### src/rtl/mio_bus_pkg.sv
// mio_bus_pkg: shared types and constants for the memory/IO responder.
// State encoding, IO region tag and error read data.
package mio_bus_pkg;

  typedef enum logic [1:0] {
    IDLE     = 2'd0,
    RAM_WAIT = 2'd1,
    IO_WAIT  = 2'd2,
    RESP     = 2'd3
  } state_t;

  localparam logic [2:0]  IO_REGION = 3'b111;
  localparam logic [31:0] ERR_DATA  = 32'hDEADBEEF;

  function automatic int max2(input int a, input int b);
    return (a > b) ? a : b;
  endfunction

endpackage

### src/rtl/mio_wait_cnt.sv
// mio_wait_cnt: loadable down-counter (RAM wait states) that doubles
// as a saturating up-counter (IO timeout).
import mio_bus_pkg::*;

module mio_wait_cnt #(
  parameter int W   = 7,
  parameter int MAX = 64
) (
  input  logic         clk,
  input  logic         reset,
  input  logic         load,
  input  logic [W-1:0] load_val,
  input  logic         dec,
  input  logic         inc,
  output logic [W-1:0] count,
  output logic         zero
);

  localparam logic [W-1:0] MAX_V = W'(MAX);

  // load wins; down stops at zero, up stops at MAX
  always_ff @(posedge clk) begin
    if (reset) begin
      count <= '0;
    end else if (load) begin
      count <= load_val;
    end else if (dec && count != '0) begin
      count <= count - 1'b1;
    end else if (inc && count != MAX_V) begin
      count <= count + 1'b1;
    end
  end

  assign zero = (count == '0);

endmodule

### src/rtl/mio_bus.sv
// mio_bus: CPU bus responder decoding accesses to block RAM or IO.
// Optional err_addr error log enabled by defining MIO_ERR_LOG_EN.
import mio_bus_pkg::*;

module mio_bus #(
  parameter int RAM_AW      = 10,
  parameter int WAIT_STATES = 1,
  parameter int IO_TIMEOUT  = 64
) (
  input  logic              clk,
  input  logic              reset,
  input  logic              CPU_MIO,
  input  logic              MemRead,
  input  logic              MemWrite,
  input  logic [31:0]       Addr_in,
  input  logic [31:0]       Data_in,
  output logic [31:0]       Data_out,
  output logic              MIO_ready,
  output logic              bus_err,
`ifdef MIO_ERR_LOG_EN
  output logic [31:0]       err_addr,
`endif
  output logic [RAM_AW-1:0] ram_addr,
  output logic              ram_we,
  output logic [31:0]       ram_din,
  input  logic [31:0]       ram_dout,
  output logic [27:0]       io_addr,
  output logic [31:0]       io_wdata,
  output logic              io_rd,
  output logic              io_we,
  input  logic [31:0]       io_rdata,
  input  logic              io_ready
);

  localparam int CMAX = max2(WAIT_STATES, IO_TIMEOUT);
  localparam int CW   = $clog2(CMAX + 1);

  localparam logic [CW-1:0] WS_V  = CW'(WAIT_STATES);
  localparam logic [CW-1:0] TO_V  = CW'(IO_TIMEOUT - 1);

  state_t state_q, state_d;

  logic              wr_q, wr_d;
  logic [31:0]       data_d;
  logic              ready_d;
  logic              err_d;
  logic              err_hit;
  logic [RAM_AW-1:0] ram_addr_d;
  logic              ram_we_d;
  logic [31:0]       ram_din_d;
  logic [27:0]       io_addr_d;
  logic [31:0]       io_wdata_d;
  logic              io_rd_d;
  logic              io_we_d;

  logic              cnt_load;
  logic [CW-1:0]     cnt_val;
  logic              cnt_dec;
  logic              cnt_inc;
  logic [CW-1:0]     cnt;
  logic              cnt_zero;

  logic req;
  logic wr;
  logic is_io;
  logic io_fetch;
  logic io_data;

  assign req      = MemRead | MemWrite;
  assign wr       = MemWrite;
  assign is_io    = (Addr_in[31:29] == IO_REGION);
  assign io_fetch = is_io & CPU_MIO;
  assign io_data  = is_io & ~CPU_MIO;

  mio_wait_cnt #(
    .W   (CW),
    .MAX (IO_TIMEOUT)
  ) u_cnt (
    .clk      (clk),
    .reset    (reset),
    .load     (cnt_load),
    .load_val (cnt_val),
    .dec      (cnt_dec),
    .inc      (cnt_inc),
    .count    (cnt),
    .zero     (cnt_zero)
  );

  // next-state and next-output decode; every output is registered
  always_comb begin
    state_d    = state_q;
    wr_d       = wr_q;
    data_d     = Data_out;
    ready_d    = 1'b0;
    err_d      = bus_err;
    err_hit    = 1'b0;
    ram_addr_d = ram_addr;
    ram_we_d   = 1'b0;
    ram_din_d  = ram_din;
    io_addr_d  = io_addr;
    io_wdata_d = io_wdata;
    io_rd_d    = 1'b0;
    io_we_d    = 1'b0;
    cnt_load   = 1'b0;
    cnt_val    = '0;
    cnt_dec    = 1'b0;
    cnt_inc    = 1'b0;
    unique case (state_q)
      IDLE: begin
        if (req) begin
          wr_d = wr;
          unique case (1'b1)
            io_fetch: begin
              ready_d = 1'b1;
              err_d   = 1'b1;
              err_hit = 1'b1;
              state_d = RESP;
            end
            io_data: begin
              io_addr_d  = Addr_in[27:0];
              io_wdata_d = Data_in;
              io_rd_d    = ~wr;
              io_we_d    = wr;
              cnt_load   = 1'b1;
              state_d    = IO_WAIT;
            end
            default: begin
              ram_addr_d = Addr_in[RAM_AW+1:2];
              ram_din_d  = Data_in;
              ram_we_d   = wr;
              cnt_load   = 1'b1;
              cnt_val    = WS_V;
              state_d    = RAM_WAIT;
            end
          endcase
        end
      end
      RAM_WAIT: begin
        if (cnt_zero) begin
          if (!wr_q) data_d = ram_dout;
          ready_d = 1'b1;
          state_d = RESP;
        end else begin
          cnt_dec = 1'b1;
        end
      end
      IO_WAIT: begin
        if (io_ready) begin
          if (!wr_q) data_d = io_rdata;
          ready_d = 1'b1;
          state_d = RESP;
        end else if (cnt == TO_V) begin
          if (!wr_q) data_d = ERR_DATA;
          err_d   = 1'b1;
          err_hit = 1'b1;
          ready_d = 1'b1;
          state_d = RESP;
        end else begin
          io_rd_d = ~wr_q;
          io_we_d = wr_q;
          cnt_inc = 1'b1;
        end
      end
      RESP: begin
        state_d = IDLE;
      end
      default: begin
        state_d = IDLE;
      end
    endcase
  end

  // state and output registers; reset aborts any access in flight
  always_ff @(posedge clk) begin
    if (reset) begin
      state_q   <= IDLE;
      wr_q      <= 1'b0;
      Data_out  <= '0;
      MIO_ready <= 1'b0;
      bus_err   <= 1'b0;
      ram_addr  <= '0;
      ram_we    <= 1'b0;
      ram_din   <= '0;
      io_addr   <= '0;
      io_wdata  <= '0;
      io_rd     <= 1'b0;
      io_we     <= 1'b0;
    end else begin
      state_q   <= state_d;
      wr_q      <= wr_d;
      Data_out  <= data_d;
      MIO_ready <= ready_d;
      bus_err   <= err_d;
      ram_addr  <= ram_addr_d;
      ram_we    <= ram_we_d;
      ram_din   <= ram_din_d;
      io_addr   <= io_addr_d;
      io_wdata  <= io_wdata_d;
      io_rd     <= io_rd_d;
      io_we     <= io_we_d;
    end
  end

`ifdef MIO_ERR_LOG_EN
  logic [31:0] addr_q;

  // full address of the access in flight, for the error log
  always_ff @(posedge clk) begin
    if (reset) begin
      addr_q <= '0;
    end else if (state_q == IDLE && req) begin
      addr_q <= Addr_in;
    end
  end

  // only the first error after reset is logged
  always_ff @(posedge clk) begin
    if (reset) begin
      err_addr <= '0;
    end else if (err_hit && !bus_err) begin
      err_addr <= (state_q == IDLE) ? Addr_in : addr_q;
    end
  end
`else
  logic unused_bits;
  assign unused_bits = ^{Addr_in[28], err_hit};
`endif

endmodule
### config.mk
export PLATFORM = sky130hd
export DESIGN_NAME = mio_bus
export DESIGN_NICKNAME = d
export VERILOG_FILES = /design/src/rtl/mio_bus_pkg.sv /design/src/rtl/mio_wait_cnt.sv /design/src/rtl/mio_bus.sv
export SDC_FILE = /design/constraint.sdc
export NUM_CORES = 1
export LEC_CHECK = 0
export CAP_MARGIN = 40
export CORE_MARGIN = 4
export CORE_UTILIZATION = 43
export CTS_CLUSTER_DIAMETER = 40
export DETAILED_ROUTE_END_ITERATION = 6
export PLACE_DENSITY = 0.84
export SYNTH_ARGS = -nofsm -noshare
export SYNTH_HDL_FRONTEND = slang
export SYNTH_SLANG_ARGS = --single-unit
### constraint.sdc
create_clock -name clk -period 3.6 [get_ports clk]
set_input_delay 0.36 -clock clk [delete_from_list [all_inputs] [get_ports clk]]
set_output_delay 0.36 -clock clk [all_outputs]
set_load 0.05 [all_outputs]
Word level (Yosys, flattened, before mapping)
Cells that the tools add are included.
{ "classes": {"eq_ne": 14, "reduce_logical": 16, "addsub": 2, "mux": 48, "bitwise_logic": 9} }
{ "op_table": {"columns": ["operator", "count"], "rows": [
  ["two-way mux 32 bit", 6],
  ["case mux 32 bit (2 select lines)", 1],
  ["two-way mux 1 bit", 28],
  ["two-way mux 7 bit", 3],
  ["inequality test 2 bit (second input constant)", 7],
  ["AND reduction 5 bit", 2],
  ["AND reduction 3 bit", 3],
  ["two-way mux 2 bit", 4],
  ["case mux 2 bit (4 select lines)", 1],
  ["adder 7 x 1 -> 7 bit (second input constant)", 1],
  ["equality test 7 x 6 -> 1 bit (second input constant)", 1],
  ["logical NOT 7 bit", 1],
  ["inequality test 7 bit (second input constant)", 1],
  ["nonzero test 7 bit", 1],
  ["subtractor 7 x 1 -> 7 bit (second input constant)", 1],
  ["NOT 1 bit", 6],
  ["case mux 1 bit (2 select lines)", 3],
  ["OR reduction 5 bit", 1],
  ["equality test 2 bit (second input constant)", 2],
  ["case mux 2 bit (2 select lines)", 1],
  ["nonzero test 2 bit", 2],
  ["equality test 3 bit (second input constant)", 1],
  ["inequality test 3 bit (second input constant)", 1],
  ["case mux 1 bit (3 select lines)", 1],
  ["other kinds (8)", 10]
]} }
{ "totals": {"register_bits": 149, "word_cells": 102, "out_inout_bits": 139, "in_bits": 134} }

Depth between registers and ports, before layout
Gate-level depths: netlist (run 1).
{ "depth": {"word_depth": 8, "ltp_mapped": 11, "ltp_nobuf": 10} }

By module
From an unflattened synthesis (run 1), not the netlist that was laid out.
{ "unflattened": {"hier_cells": 780, "hier_area_um2": 6239.7} }
{ "modules_own_cells": {"columns": ["mod", "area_each_um2", "cells_each", "seq_area_each_um2", "instances"], "rows": [
  ["mio_bus", 5544.1, 690, 2842.7, 1],
  ["mio_wait_cnt", 695.7, 90, 140.1, 1]
]} }

Worst setup path before layout (run 1)
Ideal clock, no wire load.
{ "synth_path": {"kind": "reg-to-reg", "startpoint": "register state_q[1]", "endpoint": "register u_cnt.count[6]", "synth_period_minus_slack_ns": 2.360, "slack_ns": 1.240, "setup_time_ns": 0.070, "t_arrival_ns": 2.290, "required_time_ns": 3.530, "path_buffers": 2, "stages_incl_launch_ff": 11, "cell_sequence": "dfxtp_1 -> inv_1 -> ha_1 -> clkbuf_1 -> clkbuf_1 -> mux2i_1 -> ha_1 -> nor3_1 -> or3b_1 -> a21o_1 -> a21oi_1"} }
{ "synth_via": {"elab_chain_len": 5, "elab_cells_between_ends": 11, "classes_between": "eq/ne (2); mux (5); reduce/logical (4)"} }
{ "synth_rtl": {"columns": ["element", "line_no", "rtl"], "rows": [
  ["from (decl)", "mio_bus.sv:41", "state_t state_q, state_d;"],
  ["from (signal assigned)", "mio_bus.sv:189", "state_q <= state_d;"],
  ["equality test 2 x 1 -> 1 bit", "mio_bus.sv:108", "unique case (state_q)"],
  ["two-way mux 1 bit", "mio_bus.sv:108", null],
  ["logical AND 1 bit", "mio_wait_cnt.sv:27", "end else if (dec && count != '0) begin"],
  ["two-way mux 7 bit", "mio_wait_cnt.sv:27", null],
  ["two-way mux 7 bit", "mio_wait_cnt.sv:25", "end else if (load) begin"],
  ["to (signal assigned)", "mio_wait_cnt.sv:26", "count <= load_val;"],
  ["to (signal assigned)", "mio_wait_cnt.sv:28", "count <= count - 1'b1;"],
  ["to (signal assigned)", "mio_wait_cnt.sv:30", "count <= count + 1'b1;"],
  ["to (decl)", "mio_wait_cnt.sv:15", "output logic [W-1:0] count,"]
]} }
Parallel ways exist; a longest one is shown, timed or not.
A chain may end at the register's enable or synchronous reset.

Worst setup path in the final report (run 1)
{ "layout_path": {"startpoint": "register u_cnt.count[3]", "endpoint": "register u_cnt.count[6]"} }
{ "layout_via": {"elab_chain_len": 6, "elab_cells_between_ends": 17, "classes_between": "add/sub (2); eq/ne (2); mux (8); reduce/logical (5)"} }
{ "layout_rtl": {"columns": ["element"], "rows": [
  ["branches (longest 6 deep; another with adder 7 x 1 -> 7 bit)"]
]} }
Several ways; the timed one is not identified. The select of a mux whose other input is x is not followed.

==> flow_summary.json, run 1 <==
{
  "swShare_pct": 41.0,
  "worst_slew_pin_slew_ps": 780,
  "die_w_um": 125,
  "cap_violations": 0,
  "grtUsageMet2_pct": 41.3,
  "drc": 0,
  "synth-edff-count": 0,
  "cp_cell_sequence": "or4_4 -> o21ai_2 -> mux2i_1 -> ha_1 -> nor3_1 -> or3b_1 -> a21o_1 -> a21oi_1",
  "dp_worst_setup_slack_ps": 1040,
  "grt_max_degree": 73,
  "cp-end-kind": "register",
  "wl_per_cell_um": 16.5,
  "initial_core_util_pct": 44.1,
  "postCtsSetupRepairBufs": 0,
  "path_max_fanout": 9,
  "finalSetupViolations": 0,
  "post_dp_cell_area_um2": 8690,
  "cpMaxStageDelayCell": "or4_4",
  "die-area_um2": 15600,
  "syn_avg_cell_area_um2": 8.08,
  "dpl.hpwl_um": 13200,
  "vias_per_cell": 5.27,
  "grt_use_met3_pct": 11.2,
  "cts_tree": "done",
  "fin_skew_ps": 7.99,
  "timing.final.ws_setup_ps": 948,
  "cts_resized": 0,
  "syn_inst": 729,
  "synthFlopType": "dfxtp_1",
  "crit_family": "simple AND/OR/NAND/NOR gates",
  "cts_hold_buffers": 0,
  "p_int_mw": 4.19,
  "setup_tns_ps": 0,
  "synth_nets": 868,
  "drive_gt1_share_pct": 6.10,
  "status": "complete, no violations",
  "p_switching_mw": 2.92,
  "ant_nets": 0,
  "ys_seq_elements": 149,
  "yosysWarnings": 0,
  "grt-busiest-layer": "met2",
  "first_pass_iters": 5,
  "die_h_um": 125,
  "slew_viol_final": 0,
  "insertion_delay_ps": 420,
  "rsz0062_at_grt": "false",
  "vdd.ir_drop.worst_v": 0.000465,
  "clock_sinks": 149,
  "globalplace.congestion": 0.872,
  "comb_power_share_pct": 43.6,
  "start_kind": "register",
  "ios": 273,
  "grtUsageMet1_pct": 26.0,
  "power_leakage_nw": 3.26,
  "final_nets": 1110,
  "critPathKind": "register to register",
  "cts_root_buf": "clkbuf_16",
  "antenna_found_initial": 0,
  "grt_pass1_wl_um": 30900,
  "seq_power_share_pct": 29.7,
  "synth.distinct_cells": 51,
  "placed_cells": 1128,
  "grt_use_total_pct": 24.2,
  "postLayoutCellArea_um2": 9330,
  "coreArea_um2": 13300,
  "grt-ovfl-total": 0,
  "ys_seq_area_share_pct": 50.7,
  "cp.buffers_inverters": 0,
  "timing.final.crit_share_pct": 73.7,
  "num_rows": 42,
  "clkPwrFrac_pct": 26.7,
  "finalHoldViolCount": 0,
  "stdcell_count": 1160,
  "post-route-min-period_ps": 2650,
  "powerDensity_nw_per_um2": 762,
  "cp.required_ps": 3950,
  "grt_pass1_vias": 6034,
  "holdWs_ps": 451,
  "hold_class": "register to register",
  "drt_iter0_drc": 276,
  "area_growth_pct": 58.4,
  "h-tree-depth": 4,
  "numCtsBuffers": 17,
  "slowest_delay_ps": 600,
  "port_buffers": 271,
  "antenna_cells": 0,
  "routed_wl_um": 19200,
  "arrival_ps": 3000,
  "fmax_mhz": 377,
  "synthArstFlopShare_pct": 0,
  "num_vias": 6111,
  "cts.path.max_buffers": 2,
  "path_clk_slew_ps": 60,
  "slew_headroom_pct": 48.0,
  "syn_area_um2": 5890
}
==> sequential cells by signal (all words and copies together), names as in the netlist <==
signal       flops
Data_out        32
MIO_ready        1
bus_err          1
io_addr         28
io_rd            1
io_wdata        32
io_we            1
ram_addr        10
ram_din         32
ram_we           1
state_q          2
u_cnt.count      7
wr_q             1
==> power by group through the flow <==
stage / Combinational (mW) / Clock (mW) / Sequential, mW
2_1_floorplan: 1.14 / 0 / 3.08
3_3_place_gp: 3.04 / 0 / 2.13
3_5_place_dp: 3.09 / 0 / 2.15
4_1_cts: 3.10 / 1.92 / 2.11
5_1_grt: 3.31 / 2.00 / 2.15
6_report: 3.10 / 1.90 / 2.11
==> through the flow <==
| stage | util [%] | total power [mW] |
|---|---|---|
| floorplan | - | 4.23 |
| global placement | 64.9 | 5.17 |
| detailed placement | 65.1 | 5.23 |
| CTS | 69.9 | 7.14 |
| global route | 69.9 | 7.46 |
| finish | 69.9 | 7.11 |
==> layout make-up <==
cell class	count	area (um2)
clock buffers	20	457
clock inverters	12	175
fillers	1117	4020
inverters	6	22.5
multi-input cells	516	2640
flip-flops and latches	149	2980
well taps	176	220
repair buffers	281	2830
==> cells by family after synthesis <==
| logic type | count (synthesis) | share of synthesized area [%] |
|---|---|---|
| and+or+nand+nor | 312 | 22.0 |
| AOI/OAI and AO/OA | 195 | 20.8 |
| DFF | 149 | 50.7 |
| buffers and inverters | 64 | 4.80 |
| adders and majority gates | 5 | 1.06 |
| xor gates and xnor gates | 2 | 0.298 |
| muxes | 2 | 0.340 |
==> worst paths after layout <==
check                           slack (ps)      startpoint              to  cells past startpoint
worst max register to register         950  u_cnt.count[3]  u_cnt.count[6]                      8
worst max-delay path                   950  u_cnt.count[3]  u_cnt.count[6]                      8
worst min-delay path                   450     ram_din[31]     ram_din[31]                      2
worst min register to register         450     ram_din[31]     ram_din[31]                      2
==> cells in the final DEF, fill, tap and decap left out, types with 3 or more instances in the layout <==
cell	n
a31oi_1	3
a221oi_1	8
o221ai_1	17
o21ai_0	9
clkbuf_16	17
a21oi_1	132
dfxtp_1	149
buf_4	8
clkinv_2	4
nor2b_1	3
nand4_1	3
nand3_1	7
nor3_1	13
inv_1	6
o221ai_2	7
bufinv_16	4
nor2_1	25
clkdlybuf4s50_1	270
nand2_1	238
and3_1	3
ha_1	5
==> worst min-delay path: stages (launching register included) <==
cell and delay (ps):
dfxtp_1 300, nand2_1 50, a21oi_1 50
==> cells in the mapped netlist (all sizes together), types with 3 or more instances <==
library cell,instances,area [um2]
nand3,7,35.0
o221ai,24,254
clkbuf,46,173
a221oi,8,70.1
a31oi,3,18.8
o21ai,11,70.1
nand2,240,901
nor2b,3,18.8
nor2,26,97.6
buf,12,87.6
nand4,3,18.8
inv,6,22.5
or3,3,28.8
dfxtp,149,2980
and3,3,18.8
ha,5,62.6
nor3,14,70.1
a21oi,132,661
==> metal layers <==
metal  vias to the layer above  wire length (um)
li1                       2983                 -
met1                      2820              7270
met2                       268              9310
met3                        40              2010
met4                         0               553
met5                         -                 0
Note: power is estimated with default switching activity, not from simulation.
==> inputs of run 2 (changes only) <==
--- a/config.mk
+++ b/config.mk
@@ -7,10 +7,10 @@
 export LEC_CHECK = 0
 export CAP_MARGIN = 40
 export CORE_MARGIN = 4
-export CORE_UTILIZATION = 43
+export CORE_UTILIZATION = 41
 export CTS_CLUSTER_DIAMETER = 40
 export DETAILED_ROUTE_END_ITERATION = 6
-export PLACE_DENSITY = 0.84
+export PLACE_DENSITY = 0.81
 export SYNTH_ARGS = -nofsm -noshare
 export SYNTH_HDL_FRONTEND = slang
 export SYNTH_SLANG_ARGS = --single-unit
==> constraint.sdc (replaced) <==
create_clock -name clk -period 2.7 [get_ports clk]
set_input_delay 0.27 -clock clk [delete_from_list [all_inputs] [get_ports clk]]
set_output_delay 0.27 -clock clk [all_outputs]
set_load 0.05 [all_outputs]
==> run 2 against run 1 <==
  * Maximum frequency up 7.0%
  * Clock skew down 0.93 ps
  * Largest power group unchanged
  * Final cell count up 0.78%
  * Highest routed layer unchanged
  * Sequential share of layout area down 0.10 points
==> flow_summary.json, run 2 (synthesized netlist as in run 1, its figures left out) <==
{
  "status": "complete, no violations",
  "final_nets": 1116,
  "cp-end-kind": "register",
  "globalplace.congestion": 0.872,
  "reg2reg_slack_ps": 220,
  "final_cell_mix": "270 x clkdlybuf4s50_1, 239 x nand2_1, 149 x dfxtp_1",
  "cts_resized": 0,
  "worst_slew_pin_slew_ps": 598,
  "die-area_um2": 16300,
  "cap_violations": 0,
  "slew_viol_final": 0,
  "coreArea_um2": 14000,
  "area_growth_pct": 58.9,
  "vdd.ir_drop.worst_v": 0.000531,
  "postCtsSetupRepairBufs": 0,
  "insertion_delay_ps": 410,
  "min_to": "wr_q",
  "grt_max_degree": 107,
  "cp.required_ps": 3040,
  "r2r_end": "u_cnt.count[6]",
  "cts_root_buf": "clkbuf_16",
  "num_rows": 43,
  "die_h_um": 128,
  "arrival_ps": 2820,
  "min-delay-start": "reset",
  "whs_path_depth": 2,
  "wl_per_cell_um": 16.3,
  "r2r_start": "u_cnt.count[4]",
  "dp_worst_setup_slack_ps": 243,
  "num_vias": 6006,
  "reg_top3": "Data_out (32), io_wdata (32), ram_din (32)",
  "critPathKind": "register to register",
  "finalHoldViolCount": 0,
  "setup_tns_ps": 0,
  "antenna_cells": 0,
  "fin_skew_ps": 7.05,
  "start_kind": "register",
  "routed_wl_um": 19100,
  "first_pass_iters": 4,
  "cts_tree": "done",
  "cp-startpoint": "u_cnt.count[4]",
  "finalSetupViolations": 0,
  "fin_util_pct": 66.9,
  "power_leakage_nw": 3.27,
  "grt_use_total_pct": 22.4,
  "numCtsBuffers": 17,
  "reg2regPathDepth": 8,
  "powerDensity_nw_per_um2": 1010,
  "h-tree-depth": 4,
  "path_max_fanout": 9,
  "drive_gt1_share_pct": 6.47,
  "fmax_mhz": 404,
  "ant_nets": 0,
  "cts.path.max_buffers": 2,
  "ios": 273,
  "hold_class": "input pin to register",
  "drc": 0,
  "grt_pass1_vias": 5799,
  "rsz0062_at_grt": "false",
  "post-route-min-period_ps": 2480,
  "antenna_found_initial": 0,
  "cts_hold_buffers": 0,
  "slew_headroom_pct": 60.0,
  "clock_sinks": 149,
  "holdWs_ps": 282,
  "vias_per_cell": 5.14,
  "grt_pass1_wl_um": 29300,
  "layout_commonest_cell": "clkdlybuf4s50_1",
  "path_clk_slew_ps": 60,
  "grt-ovfl-total": 0,
  "port_buffers": 271,
  "drt_iter0_drc": 328,
  "timing.final.crit_share_pct": 91.8,
  "timing.final.ws_setup_ps": 222,
  "die_w_um": 128,
  "totalPowerFinal_mw": 9.43,
  "initial_core_util_pct": 42.1,
  "dpl.hpwl_um": 13400
}
-- run 2: critical path, stage by stage, from the launching register on --
cell,delay [ps]
dfxtp_1,390
or4_4,560
o21ai_2,190
mux2i_1,100
ha_1,260
nor3_1,270
or3b_1,380
a21o_1,160
a21oi_1,110
-- run 2: how the worst max path moves through the flow --
stage,endpoint,slack [ps],depth (start not counted)
final,u_cnt.count[6],220,8
after CTS,u_cnt.count[6],230,8
after floorplan,u_cnt.count[6],340,10
after global placement,u_cnt.count[6],310,8
after detailed placement,u_cnt.count[6],240,8
after global routing,u_cnt.count[4],70,9
-- run 2: metrics by stage --
stage,cell area [um2],cells
6_report,9360,1169
3_5_place_dp,8730,1138
2_1_floorplan,5890,729
3_3_place_gp,8730,1138
4_1_cts,9360,1169
5_1_grt,9360,1169
-- run 2: area by class of cell --
type | count | area (um2)
inverters | 6 | 22.5
flip-flops and latches | 149 | 2980
clock buffers | 19 | 443
well taps | 180 | 225
repair buffers | 287 | 2870
clock inverters | 12 | 179
fillers | 1163 | 4630
multi-input cells | 516 | 2640
-- run 2: report_power, final --
part           total [mW]  leakage [nW]  internal (mW)  switching, mW
registers            2.81          1.21           2.60          0.205
clock network        2.49         0.307           1.57          0.924
logic                4.13          1.75           1.40           2.73
-- run 2: layer usage --
layer / share of wire (%) / vias to the layer above / track usage (%)
met5: 0 / - / 0
met4: 1.8 / 0 / 6.30
met3: 11 / 25 / 10.7
met2: 49 / 240 / 38.8
met1: 38 / 2755 / 24.5
li1: - / 2986 / -
